$ cat config.mk
export PLATFORM = sky130hd
export DESIGN_NAME = serial_adder_ctrl
export DESIGN_NICKNAME = d
export VERILOG_FILES = /design/src/rtl/serial_adder_ctrl.sv
export SDC_FILE = /design/constraint.sdc
export NUM_CORES = 1
export LEC_CHECK = 0
export ABC_CLOCK_PERIOD_IN_PS = 1700
export CAP_MARGIN = 20
export CORE_AREA = 2 2 58 60
export DETAILED_ROUTE_END_ITERATION = 10
export DIE_AREA = 0 0 60 62
export HOLD_SLACK_MARGIN = 0.1
export PLACE_DENSITY_LB_ADDON = 0.3
export SETUP_SLACK_MARGIN = 0.15
export SLEW_MARGIN = 20
export SYNTH_ARGS = -nofsm -noshare
export SYNTH_HDL_FRONTEND = slang
export SYNTH_SLANG_ARGS = --single-unit
$ cat constraint.sdc
create_clock -name clk -period 1.7 [get_ports clk]
set_input_delay 0.34 -clock clk [delete_from_list [all_inputs] [get_ports clk]]
set_output_delay 0.34 -clock clk [all_outputs]
set_load 0.1 [all_outputs]
$ cat src/rtl/serial_adder_ctrl.sv
// Bit-serial adder: captures two WIDTH-bit operands and a carry-in on start,
// then resolves one full-adder bit per clock, LSB first, with busy/done flags.
module serial_adder_ctrl #(
    parameter int unsigned WIDTH = 8
) (
    input  logic             clk,
    input  logic             rst_n,
    input  logic             start,
    input  logic [WIDTH-1:0] a,
    input  logic [WIDTH-1:0] b,
    input  logic             cin,
    output logic             busy,
    output logic             done,
    output logic [WIDTH-1:0] sum,
    output logic             cout
);

    localparam int unsigned CW = (WIDTH > 1) ? $clog2(WIDTH) : 1;

    typedef enum logic [1:0] {
        IDLE = 2'd0,
        RUN  = 2'd1,
        DONE = 2'd2
    } state_t;

    state_t           state;
    state_t           state_nxt;
    logic [WIDTH-1:0] sa;
    logic [WIDTH-1:0] sb;
    logic             c;
    logic [CW-1:0]    cnt;

    logic             accept_c;
    logic             last_c;
    logic             bit_c;
    logic             carry_c;

    // Full-adder slice on the current LSBs
    always_comb begin
        bit_c   = sa[0] ^ sb[0] ^ c;
        carry_c = (sa[0] & sb[0]) | (c & (sa[0] ^ sb[0]));
        last_c  = (cnt == CW'(WIDTH - 1));
    end

    // Next-state logic
    always_comb begin
        state_nxt = state;
        accept_c  = 1'b0;
        case (state)
            IDLE: begin
                if (start) begin
                    accept_c  = 1'b1;
                    state_nxt = RUN;
                end
            end
            RUN: begin
                if (last_c) begin
                    state_nxt = DONE;
                end
            end
            DONE:    state_nxt = IDLE;
            default: state_nxt = IDLE;
        endcase
    end

    always_ff @(posedge clk or negedge rst_n) begin
        if (!rst_n) begin
            state <= IDLE;
            busy  <= 1'b0;
            done  <= 1'b0;
        end else begin
            state <= state_nxt;
            busy  <= (state_nxt == RUN);
            done  <= (state_nxt == DONE);
        end
    end

    // Result bits are shifted into the vacated MSBs of sa, so after WIDTH
    // steps sa holds the sum without a separate result register.
    always_ff @(posedge clk or negedge rst_n) begin
        if (!rst_n) begin
            sa   <= '0;
            sb   <= '0;
            c    <= 1'b0;
            cnt  <= '0;
            sum  <= '0;
            cout <= 1'b0;
        end else if (accept_c) begin
            sa  <= a;
            sb  <= b;
            c   <= cin;
            cnt <= '0;
        end else if (state == RUN) begin
            sa  <= {bit_c, sa[WIDTH-1:1]};
            sb  <= sb >> 1;
            c   <= carry_c;
            cnt <= cnt + CW'(1);
            if (last_c) begin
                sum  <= {bit_c, sa[WIDTH-1:1]};
                cout <= carry_c;
            end
        end
    end

endmodule

==> key figures <==
CTS
  • Worst-Skew Late Latency: 0.33 ns
  • Clock sink count: 33
  • CTS H-tree lvls: 2
  • Setup Fix Bufs, Post-CTS: 0
  • Cts bufs inserted: 5
  • Clock slew at reported path FFs: 0.09 ns
  • Max Buffers Root-to-Sink: 2
  • Root Buffer: clkbuf_4
  • CTS tree: built

Power and ir drop
  • P_int: about 2.3 mW
  • LEAKAGE: ~0.86 nW
  • Design Power: 4.36 mW
  • Net Sw Frac: a little under half
  • PwrDens: 2240 nW/µm²
  • NetSw: between 2 and 2.5 mW
  • Sequential share of power: between 30% and 40%
  • Logic gate share of total power: 56.9%
  • Clock share of power: 8.9%
  • Peak supply drop: 0.00137 V

Cells and area
  • Layout cells sized above 1: 21.9%
  • Layout Cells excl Fill: 201
  • Post-layout instance area: 1950 µm²
  • Fill cell instance count of the final layout: 276
  • FF+latch area: 826 µm²
  • Multi-input gate area: 572 µm²
  • Layout area overhead: 31.9%
  • Nets: 179
  • ANT cells: 0

GRT
  • First-pass GRT wire length: 5.09 mm
  • Largest net degree at the start of global routing: 34
  • Antenna violations before repair: 0
  • Number of global-route vias before repair: 1117
  • Grt ovf: 0
  • GRT Util Overall: 19.1%

Route
  • Drt first-iter violations: 34
  • DRC violations left: 0
  • Number of vias after detailed routing: 1094
  • DRT Pass-1 Iters: 4
  • Via density: 5.44
  • WL/cell: 15.0 µm
  • ANT nets after route: 0
  • Post-Route WL: 3.02 mm

Synthesis
  • Syn_nets: 148
  • Sequential fraction of the synthesis area: a little under three fifths
  • YS warnings: 0
  • Cell Area, Synth: 1480 µm²
  • Post-synth EDFFs: 0
  • Asr flop ratio synth: 100%
  • Avg Synthesized Cell Area: between 10 and 15 µm²
  • Distinct cells, synth: 26
  • Cell count after synthesis: 125
  • Main synth FF type: dfrtp_1
  • Post-synthesis register bit count: 33

Die
  • Die X: approximately 60 µm
  • Site Rows: 21
  • I/O Pins: 31
  • Die Y: between 60 and 70 µm
  • Core footprint: 3180 µm²
  • Total die area: 3720 µm²
  • Starting density of the core: 46.5%

Setup path
  • Worst EP arrival: between 1.5 and 2 ns
  • Reg2reg end: sum[3]
  • Worst Path Required: a little under 2 ns
  • Reg2reg path depth: 4
  • Worst reg2reg path startpoint: cnt[0]
  • Crit Path Max Fanout: 11
  • CP Capture Type: register
  • CP Class: register to register
  • Startpoint Class: register
  • Reg-to-reg setup timing slack: around 0.20 ns

Run
  • Max_cap viols: 0

Timing
  • Pins Over Slew Limit: 0
  • Hold WS: 0.396 ns
  • Setup TNS: 0 ns
  • Slew HR: between 70% and 80%
  • Minimum clock period: 1.50 ns
  • Tcrit/Tclk final: 88.0%
  • Setup violators final: 0
  • Worst slew pin tran: 0.423 ns
  • Unrepaired setup endpoints after global routing: yes
  • Post-Route Skew: 0.00772 ns
  • Final hold viol count: 0
  • Fmax: 669 MHz

Place
  • Placed cells: 195
  • GPL Wtd Cong: 0.762
  • Detail Placement HPWL: 2.12 mm
  • Port Buf Inserts: 30
  • Placed cell area: roughly 1900 µm²

Worst hold path
  • Hold Crit Class: input port to async pin

Run status
  • Status: finished, final reports clean
-- how the worst max path moves through the flow --
stage,from,depth (start not counted),slack [ns],end
final,cnt[0],4,0.20,sum[3]
after floorplan,cnt[0],5,0.29,cout
after global placement,start,4,0.07,sb[5]
after global routing,cnt[0],4,0.14,sum[3]
after CTS,cnt[0],4,0.20,sum[3]
after detailed placement,start,4,-0.002,sb[0]
-- worst max-delay path, stage by stage (launching register included) --
cell	delay [ns]
dfrtp_1	0.40
ha_1	0.20
ha_1	0.23
nand2_4	0.20
mux2_2	0.36
-- what timing repair did --
item	4_1_cts	5_1_grt
hold buffers	0	0
endpoints found under the hold margin	0	0
setup endpoints to repair	9	3
gates resized for setup	1	1
-- layout make-up --
type / instances / share of cell area, %
Tap cell: 46 / 2.95
Clock inverter: 1 / 0.257
Multi-Input combinational cell: 78 / 29.3
Sequential cell: 33 / 42.4
Inverter: 6 / 1.35
Timing Repair Buffer: 32 / 21.8
Clock buffer: 5 / 1.93
-- routing by layer --
layer	up-vias	wire, µm	global-route usage [%]
li1	509	-	-
met1	542	1320	23.3
met2	36	1450	30.7
met3	7	195	6.63
met4	0	60	8.57
met5	-	0	0
-- layout by cell type (no fill, tap or decap), drive strengths merged --
| cell type | instances |
|---|---|
| clkinvlp | 1 |
| o21bai | 1 |
| a21oi | 15 |
| o21ba | 1 |
| nand2b | 1 |
| nor3 | 5 |
| o22ai | 9 |
| o21ai | 1 |
| mux2 | 9 |
| buf | 13 |
| o32ai | 7 |
| or2 | 1 |
| clkbuf | 5 |
| a22o | 2 |
| or2b | 1 |
| fa | 1 |
| nor2b | 1 |
| nand2 | 4 |
| clkdlybuf4s50 | 19 |
| clkinv | 1 |
| o221ai | 1 |
| nor4b | 1 |
| dfrtp | 33 |
| nor2 | 15 |
| ha | 2 |
| inv | 5 |
-- flip-flops by register name, summed over array words and instances (netlist names), 2 cells and up --
name	count
cnt	3
sb	8
sa	8
state	2
sum	8
-- power groups by stage --
| stage | combinational [mW] | sequential, mW | clock (mW) |
|---|---|---|---|
| after floorplan | 0.908 | 2.24 | 0 |
| after global placement | 2.42 | 1.48 | 0 |
| after detailed placement | 2.49 | 1.50 | 0 |
| after CTS | 2.50 | 1.49 | 0.406 |
| after global routing | 2.64 | 1.54 | 0.447 |
| final | 2.48 | 1.49 | 0.390 |
-- stage by stage --
step	setup WS, ns	util [%]
detailed placement	-0.00179	59.7
global route	0.136	61.3
finish	0.204	61.3
global placement	0.0683	59.7
CTS	0.198	61.2
floorplan	0.290	-
-- synthesized netlist by cell type (2+ instances only) --
| cell type | count | area [µm²] |
|---|---|---|
| o32ai_1 | 7 | 61.3 |
| clkbuf_1 | 2 | 7.51 |
| buf_6 | 4 | 45.0 |
| dfrtp_1 | 33 | 826 |
| a21oi_1 | 15 | 75.1 |
| buf_2 | 2 | 10.0 |
| o22ai_1 | 9 | 56.3 |
| nor3_1 | 5 | 25.0 |
| inv_1 | 6 | 22.5 |
| mux2_4 | 8 | 120 |
| ha_1 | 2 | 25.0 |
| nor2_1 | 15 | 56.3 |
| nand2_1 | 3 | 11.3 |
| a22o_1 | 2 | 17.5 |
-- logic make-up (layout without fill, tap and decap cells) --
group,after synthesis,after routing,synth area share [%]
and+or+nand+nor,29,29,10.1
adders and majority gates,3,3,3.05
DFF,33,33,55.9
muxes,9,9,8.89
AOI/OAI and AO/OA,37,37,16.3
buffers and inverters,14,44,5.76
No activity file was read; power rests on OpenSTA's default activity.
